$ cat src/rtl/ex_mem_pkg.sv
// Core-wide definitions shared by the pipeline registers: bus widths, NOP code,
// stall-vector bit positions and reset polarity.
package ex_mem_pkg;

  localparam int unsigned DataWidth  = 32;
  localparam int unsigned AddrWidth  = 5;
  localparam int unsigned AluOpWidth = 8;
  localparam int unsigned StallWidth = 6;

  // Stall vector: bit 0 = PC ... bit 5 = WB.
  localparam int unsigned ExStallIdx  = 3;
  localparam int unsigned MemStallIdx = 4;

  localparam logic [DataWidth-1:0]  ZeroWord  = '0;
  localparam logic [AluOpWidth-1:0] AluOpNop  = '0;
  localparam logic                  RstEnable = 1'b1;

endpackage

$ cat src/rtl/ex_mem_if.sv
// Execute-to-memory pipeline bus: ex_* fields in, registered mem_* fields out,
// plus the multi-cycle intermediate state returned to execute.
interface ex_mem_if
  import ex_mem_pkg::*;
#(
  parameter int unsigned DATA_W  = DataWidth,
  parameter int unsigned ADDR_W  = AddrWidth,
  parameter int unsigned ALUOP_W = AluOpWidth
);

  logic                  ex_valid;
  logic [ADDR_W-1:0]     ex_wd;
  logic                  ex_wreg;
  logic [DATA_W-1:0]     ex_wdata;
  logic                  ex_whilo;
  logic [DATA_W-1:0]     ex_hi;
  logic [DATA_W-1:0]     ex_lo;
  logic [ALUOP_W-1:0]    ex_aluop;
  logic [DATA_W-1:0]     ex_mem_addr;
  logic [DATA_W-1:0]     ex_reg2;
  logic [2*DATA_W-1:0]   ex_hilo_tmp;
  logic [1:0]            ex_cnt;

  logic                  mem_valid;
  logic [ADDR_W-1:0]     mem_wd;
  logic                  mem_wreg;
  logic [DATA_W-1:0]     mem_wdata;
  logic                  mem_whilo;
  logic [DATA_W-1:0]     mem_hi;
  logic [DATA_W-1:0]     mem_lo;
  logic [ALUOP_W-1:0]    mem_aluop;
  logic [DATA_W-1:0]     mem_mem_addr;
  logic [DATA_W-1:0]     mem_reg2;
  logic [2*DATA_W-1:0]   hilo_tmp_o;
  logic [1:0]            cnt_o;

  // Execute side.
  modport master (
    output ex_valid, ex_wd, ex_wreg, ex_wdata, ex_whilo, ex_hi, ex_lo, ex_aluop,
           ex_mem_addr, ex_reg2, ex_hilo_tmp, ex_cnt,
    input  mem_valid, mem_wd, mem_wreg, mem_wdata, mem_whilo, mem_hi, mem_lo, mem_aluop,
           mem_mem_addr, mem_reg2, hilo_tmp_o, cnt_o
  );

  // Pipeline register side.
  modport slave (
    input  ex_valid, ex_wd, ex_wreg, ex_wdata, ex_whilo, ex_hi, ex_lo, ex_aluop,
           ex_mem_addr, ex_reg2, ex_hilo_tmp, ex_cnt,
    output mem_valid, mem_wd, mem_wreg, mem_wdata, mem_whilo, mem_hi, mem_lo, mem_aluop,
           mem_mem_addr, mem_reg2, hilo_tmp_o, cnt_o
  );

endinterface

$ cat src/rtl/ex_mem.sv
// EX/MEM pipeline register with hold / bubble / advance / flush control; also
// loops MADD/MSUB intermediate state back to execute while execute is stalled.
module ex_mem
  import ex_mem_pkg::*;
#(
  parameter int unsigned DATA_W  = DataWidth,
  parameter int unsigned ADDR_W  = AddrWidth,
  parameter int unsigned ALUOP_W = AluOpWidth,
  parameter int unsigned STALL_W = StallWidth,
  parameter int unsigned EX_IDX  = ExStallIdx,
  parameter int unsigned MEM_IDX = MemStallIdx
) (
  input  logic               clk,
  input  logic               rst,
  input  logic [STALL_W-1:0] stall,
  input  logic               flush,
  ex_mem_if.slave            bus
);

  localparam logic [DATA_W-1:0]  ZeroData = DATA_W'(ZeroWord);
  localparam logic [ADDR_W-1:0]  ZeroAddr = '0;
  localparam logic [ALUOP_W-1:0] NopCode  = ALUOP_W'(AluOpNop);

  // Only the EX and MEM bits steer this register.
  logic unused_stall_bits;
  assign unused_stall_bits = ^stall;

  always_ff @(posedge clk) begin
    if (rst == RstEnable || flush) begin
      bus.mem_valid    <= 1'b0;
      bus.mem_wd       <= ZeroAddr;
      bus.mem_wreg     <= 1'b0;
      bus.mem_wdata    <= ZeroData;
      bus.mem_whilo    <= 1'b0;
      bus.mem_hi       <= ZeroData;
      bus.mem_lo       <= ZeroData;
      bus.mem_aluop    <= NopCode;
      bus.mem_mem_addr <= ZeroData;
      bus.mem_reg2     <= ZeroData;
      bus.hilo_tmp_o   <= '0;
      bus.cnt_o        <= 2'd0;
    end else if (stall[EX_IDX] && !stall[MEM_IDX]) begin
      // Bubble to MEM, but keep the execute stage's partial result alive.
      bus.mem_valid    <= 1'b0;
      bus.mem_wd       <= ZeroAddr;
      bus.mem_wreg     <= 1'b0;
      bus.mem_wdata    <= ZeroData;
      bus.mem_whilo    <= 1'b0;
      bus.mem_hi       <= ZeroData;
      bus.mem_lo       <= ZeroData;
      bus.mem_aluop    <= NopCode;
      bus.mem_mem_addr <= ZeroData;
      bus.mem_reg2     <= ZeroData;
      bus.hilo_tmp_o   <= bus.ex_hilo_tmp;
      bus.cnt_o        <= bus.ex_cnt;
    end else if (!stall[EX_IDX]) begin
      // EX running with MEM stalled is illegal upstream; it still advances.
      bus.mem_valid    <= bus.ex_valid;
      bus.mem_wd       <= bus.ex_wd;
      bus.mem_wreg     <= bus.ex_wreg;
      bus.mem_wdata    <= bus.ex_wdata;
      bus.mem_whilo    <= bus.ex_whilo;
      bus.mem_hi       <= bus.ex_hi;
      bus.mem_lo       <= bus.ex_lo;
      bus.mem_aluop    <= bus.ex_aluop;
      bus.mem_mem_addr <= bus.ex_mem_addr;
      bus.mem_reg2     <= bus.ex_reg2;
      bus.hilo_tmp_o   <= '0;
      bus.cnt_o        <= 2'd0;
    end
  end

endmodule

$ cat src/flat_wrapper.sv
// flat-port wrapper written by rule: the top's interface ports become plain ports
module ex_mem_flat import ex_mem_pkg::*;
#(
  parameter int unsigned DATA_W  = DataWidth,
  parameter int unsigned ADDR_W  = AddrWidth,
  parameter int unsigned ALUOP_W = AluOpWidth,
  parameter int unsigned STALL_W = StallWidth,
  parameter int unsigned EX_IDX  = ExStallIdx,
  parameter int unsigned MEM_IDX = MemStallIdx
)
  (clk, rst, stall, flush, bus_ex_valid, bus_ex_wd, bus_ex_wreg, bus_ex_wdata, bus_ex_whilo, bus_ex_hi, bus_ex_lo, bus_ex_aluop, bus_ex_mem_addr, bus_ex_reg2, bus_ex_hilo_tmp, bus_ex_cnt, bus_mem_valid, bus_mem_wd, bus_mem_wreg, bus_mem_wdata, bus_mem_whilo, bus_mem_hi, bus_mem_lo, bus_mem_aluop, bus_mem_mem_addr, bus_mem_reg2, bus_hilo_tmp_o, bus_cnt_o);
  ex_mem_if #(.DATA_W(DATA_W), .ADDR_W(ADDR_W), .ALUOP_W(ALUOP_W)) bus_i ();
  input  logic clk;
  input  logic rst;
  input  logic [STALL_W-1:0] stall;
  input  logic flush;
  input wire logic [$bits(bus_i.ex_valid)-1:0] bus_ex_valid;
  input wire logic [$bits(bus_i.ex_wd)-1:0] bus_ex_wd;
  input wire logic [$bits(bus_i.ex_wreg)-1:0] bus_ex_wreg;
  input wire logic [$bits(bus_i.ex_wdata)-1:0] bus_ex_wdata;
  input wire logic [$bits(bus_i.ex_whilo)-1:0] bus_ex_whilo;
  input wire logic [$bits(bus_i.ex_hi)-1:0] bus_ex_hi;
  input wire logic [$bits(bus_i.ex_lo)-1:0] bus_ex_lo;
  input wire logic [$bits(bus_i.ex_aluop)-1:0] bus_ex_aluop;
  input wire logic [$bits(bus_i.ex_mem_addr)-1:0] bus_ex_mem_addr;
  input wire logic [$bits(bus_i.ex_reg2)-1:0] bus_ex_reg2;
  input wire logic [$bits(bus_i.ex_hilo_tmp)-1:0] bus_ex_hilo_tmp;
  input wire logic [$bits(bus_i.ex_cnt)-1:0] bus_ex_cnt;
  output wire logic [$bits(bus_i.mem_valid)-1:0] bus_mem_valid;
  output wire logic [$bits(bus_i.mem_wd)-1:0] bus_mem_wd;
  output wire logic [$bits(bus_i.mem_wreg)-1:0] bus_mem_wreg;
  output wire logic [$bits(bus_i.mem_wdata)-1:0] bus_mem_wdata;
  output wire logic [$bits(bus_i.mem_whilo)-1:0] bus_mem_whilo;
  output wire logic [$bits(bus_i.mem_hi)-1:0] bus_mem_hi;
  output wire logic [$bits(bus_i.mem_lo)-1:0] bus_mem_lo;
  output wire logic [$bits(bus_i.mem_aluop)-1:0] bus_mem_aluop;
  output wire logic [$bits(bus_i.mem_mem_addr)-1:0] bus_mem_mem_addr;
  output wire logic [$bits(bus_i.mem_reg2)-1:0] bus_mem_reg2;
  output wire logic [$bits(bus_i.hilo_tmp_o)-1:0] bus_hilo_tmp_o;
  output wire logic [$bits(bus_i.cnt_o)-1:0] bus_cnt_o;
  assign bus_i.ex_valid = bus_ex_valid;
  assign bus_i.ex_wd = bus_ex_wd;
  assign bus_i.ex_wreg = bus_ex_wreg;
  assign bus_i.ex_wdata = bus_ex_wdata;
  assign bus_i.ex_whilo = bus_ex_whilo;
  assign bus_i.ex_hi = bus_ex_hi;
  assign bus_i.ex_lo = bus_ex_lo;
  assign bus_i.ex_aluop = bus_ex_aluop;
  assign bus_i.ex_mem_addr = bus_ex_mem_addr;
  assign bus_i.ex_reg2 = bus_ex_reg2;
  assign bus_i.ex_hilo_tmp = bus_ex_hilo_tmp;
  assign bus_i.ex_cnt = bus_ex_cnt;
  assign bus_mem_valid = bus_i.mem_valid;
  assign bus_mem_wd = bus_i.mem_wd;
  assign bus_mem_wreg = bus_i.mem_wreg;
  assign bus_mem_wdata = bus_i.mem_wdata;
  assign bus_mem_whilo = bus_i.mem_whilo;
  assign bus_mem_hi = bus_i.mem_hi;
  assign bus_mem_lo = bus_i.mem_lo;
  assign bus_mem_aluop = bus_i.mem_aluop;
  assign bus_mem_mem_addr = bus_i.mem_mem_addr;
  assign bus_mem_reg2 = bus_i.mem_reg2;
  assign bus_hilo_tmp_o = bus_i.hilo_tmp_o;
  assign bus_cnt_o = bus_i.cnt_o;
  ex_mem #(.DATA_W(DATA_W), .ADDR_W(ADDR_W), .ALUOP_W(ALUOP_W), .STALL_W(STALL_W), .EX_IDX(EX_IDX), .MEM_IDX(MEM_IDX)) u_core (.clk(clk), .rst(rst), .stall(stall), .flush(flush), .bus(bus_i));
endmodule
$ cat config.mk
export PLATFORM = sky130hd
export DESIGN_NAME = ex_mem_flat
export DESIGN_NICKNAME = d
export VERILOG_FILES = /design/src/rtl/ex_mem_pkg.sv /design/src/rtl/ex_mem_if.sv /design/src/rtl/ex_mem.sv /design/src/flat_wrapper.sv
export SDC_FILE = /design/constraint.sdc
export NUM_CORES = 1
export LEC_CHECK = 0
export BUFFER_PORTS_ARGS = -buffer_cell sky130_fd_sc_hd__buf_2
export CORE_AREA = 2 2 194 196
export CTS_BUF_LIST = sky130_fd_sc_hd__clkbuf_8
export DETAILED_ROUTE_END_ITERATION = 10
export DIE_AREA = 0 0 196 198
export GPL_TIMING_DRIVEN = 0
export PLACE_DENSITY = 0.57
export SKIP_LAST_GASP = 1
export SLEW_MARGIN = 20
export SYNTH_ARGS = -nofsm -noshare
export SYNTH_HDL_FRONTEND = slang
export SYNTH_SLANG_ARGS = --single-unit
export TNS_END_PERCENT = 50
$ cat constraint.sdc
create_clock -name clk -period 1.05 [get_ports clk]
set_input_delay 0.105 -clock clk [delete_from_list [all_inputs] [get_ports clk]]
set_output_delay 0.105 -clock clk [all_outputs]
set_load 0.1 [all_outputs]
==> flow_summary.json <==
{
  "status": "complete, but fails checks",
  "failed_checks": "setup timing",
  "crit_chain": "buf_12",
  "hold_path.class": "input pin to register",
  "hold_viol_final": 0,
  "drtIter0Drc": 411,
  "clk_transition_reported_paths_ns": 0.06,
  "drive_above_1_share": 0.485,
  "fin_skew_ns": 0,
  "ir_worst_vdd_v": 0.000963,
  "async_flop_share": 0,
  "cp-end-kind": "output pin",
  "rows": 71,
  "yosysSeqAreaShare": 0.532,
  "coreArea_um2": 37000,
  "ys.flop_type": "dfxtp_1",
  "synth_edf_count": 0,
  "root_buffer": "clkbuf_8",
  "start_util": 0.246,
  "cts_tree": "yes",
  "tightest_slew_ns": 0.812,
  "ys_warn_count": 0,
  "r2r_end": "u_core.bus.hilo_tmp_o[55]",
  "place_ws_ns": -0.599,
  "die-area_um2": 38800,
  "fp.dieW_um": 196,
  "reg2reg_slack_ns": 0.13,
  "final_core_util": 0.530,
  "track_usage": 0.209,
  "clock_sinks": 242,
  "fin_crit_ns": 1.27,
  "critPathTopFamily": "flip-flops",
  "clkLatencyLatePin_ns": 0.60,
  "path_depth": 1,
  "yosys.area.top_type": "dfxtp_1",
  "yosysTopAreaCellShare": 0.532,
  "area_delta_synth_final_pct": 115,
  "arrival_ns": 1.16,
  "synth_commonest_cells": "dfxtp_1 (242), a21oi_1 (176), nand2b_1 (176), nand3_1 (176)",
  "whs_path_depth": 4,
  "antenna_found_initial": 1,
  "ant_nets": 0,
  "drtPass1Iterations": 4,
  "ios": 493,
  "syn_inst": 997,
  "cts_buffers": 43,
  "finalCritPeriodShare": 1.21,
  "criticalPathCategory": "register to output pin",
  "relSlewSlack": 0.458,
  "path_max_fanout": 2,
  "worstSetupStartpoint": "u_core.bus.mem_mem_addr[11]",
  "syn_avg_cell_area_um2": 9.13,
  "wl_per_cell_um": 19.9,
  "start_kind": "register",
  "cp_slowest_stage_delay_ns": 0.37,
  "path_buf_inv": 1,
  "worstPathRequired_ns": 0.94,
  "port_buffers": 487,
  "hold_ws_ns": 0.102,
  "die_height_um": 198,
  "maxSlewViolCount": 0,
  "place_congestion": 0.801,
  "grt_pass1_wl_um": 63000,
  "vias": 10900,
  "rr_worst_depth": 3,
  "total_power_mw": 24.5,
  "netlist_area_um2": 9110,
  "synth.area.top_cells": "dfxtp_1 (53%), nand2b_1 (12%), a21oi_1 (9.7%), nand3_1 (9.7%), mux2i_1 (7.3%)",
  "synth.most_common_cell": "dfxtp_1",
  "rsz0062_at_grt": "yes",
  "cts_buffer_depth": 3,
  "synth_seq_cells": 242,
  "grt_pass1_vias": 11200,
  "fin_ws_ns": -0.220,
  "routed_wl_um": 46200,
  "htreeDepth": 2,
  "drcViolationCount": 0,
  "overflow": 0,
  "power_density_nw_per_um2": 1250,
  "fmax_mhz": 788,
  "endpoint": "bus_mem_mem_addr[11]",
  "synth_cell_types": 12,
  "p_leak_nw": 8.14,
  "viasPerCell": 4.69,
  "r2r_start": "u_core.bus.hilo_tmp_o[55]",
  "grt_max_degree": 12,
  "synthesis.nets": 1248,
  "drv_cap": 0,
  "setup_viol": 242,
  "hpwl_um": 26700,
  "critPathSlowestCell": "dfxtp_2",
  "num-nets-final": 2061
}
## how the worst min path moves through the flow
| stage | from | to | slack (ns) |
|---|---|---|---|
| after global placement | bus_ex_hilo_tmp[49] | u_core.bus.hilo_tmp_o[49] | 0.33 |
| after CTS | rst | u_core.bus.cnt_o[1] | 0.07 |
| after detailed placement | bus_ex_hilo_tmp[40] | u_core.bus.hilo_tmp_o[40] | 0.35 |
| after floorplan | bus_ex_hi[22] | u_core.bus.mem_hi[22] | 0.24 |
| after global routing | rst | u_core.bus.hilo_tmp_o[2] | 0.13 |
| final | rst | u_core.bus.hilo_tmp_o[63] | 0.10 |
## registers in the layout (all words and copies together) (netlist names), 5 cells and up
name,cells
u_core.bus.mem_aluop,8
u_core.bus.hilo_tmp_o,64
u_core.bus.mem_mem_addr,32
u_core.bus.mem_wdata,32
u_core.bus.mem_lo,32
u_core.bus.mem_reg2,32
u_core.bus.mem_hi,32
u_core.bus.mem_wd,5
## cells in the final DEF, fill, tap and decap left out
| cell | synthesis | routed |
|---|---|---|
| dlygate4sd3_1 | 0 | 242 |
| dfxtp_2 | 0 | 208 |
| buf_8 | 0 | 1 |
| a21oi_1 | 176 | 176 |
| clkinv_2 | 0 | 7 |
| mux2i_1 | 66 | 66 |
| or3b_1 | 1 | 1 |
| diode_2 | 0 | 2 |
| nor2_1 | 66 | 66 |
| inv_6 | 0 | 1 |
| clkbuf_8 | 0 | 59 |
| or2_1 | 1 | 1 |
| clkinvlp_4 | 0 | 1 |
| buf_12 | 0 | 221 |
| buf_6 | 7 | 27 |
| buf_4 | 4 | 43 |
| nand3_1 | 176 | 176 |
| dfxtp_4 | 0 | 34 |
| clkbuf_1 | 34 | 34 |
| nand2b_1 | 176 | 176 |
| inv_1 | 0 | 11 |
| buf_2 | 48 | 293 |
## per-layer routing
layer  routed length (um)  global-route usage
met1                16900               0.217
met5                    0                   0
met4                 2230              0.0906
met3                 3580              0.0652
met2                23500               0.388
## cell type report
type	count	area, um2
timing repair buffer	768	8610
tap	474	593
sequential	242	5230
multi-input combinational	662	3790
clock buffer	59	812
buffer	93	477
clock inverter	20	92.6
antenna	2	5.00
fill	2975	17400
## power by group
part	switching [mW]	total, mW	internal, mW
Clock	4.33	9.35	5.02
Sequential	0.274	9.68	9.41
Combinational	3.18	5.48	2.30
Total	7.79	24.5	16.7
## cell families (layout without fill, tap and decap cells)
kind of cell,Yosys count,count (layout),share of synthesized area
and+or+nand+nor,420,420,0.246
muxes,66,66,0.0725
AOI/OAI and AO/OA,176,176,0.0967
buffers and inverters,93,940,0.0523
other,0,2,0
DFF,242,242,0.532
## metrics by stage
step,std cells,instance area (um2),TNS [ns]
2_1_floorplan,997,9260,-26.54
3_3_place_gp,1958,12300,-85.53
3_5_place_dp,1958,12300,-88.78
4_1_cts,2286,18500,-58.62
5_1_grt,2319,19600,-56.45
6_report,2320,19600,-44.90
## worst register-to-register path, stage by stage (launching register included)
cell and delay (ns):
dfxtp_4 0.36, buf_4 0.14, mux2i_1 0.22, nor2_1 0.09
## repair_timing
action	in CTS	in global routing
buffers inserted	7	32
endpoints found under the setup margin	242	242
gates resized for setup	867	215
endpoints found under the hold margin	242	0
hold buffers	242	0
(Power assumes the default switching activity.)
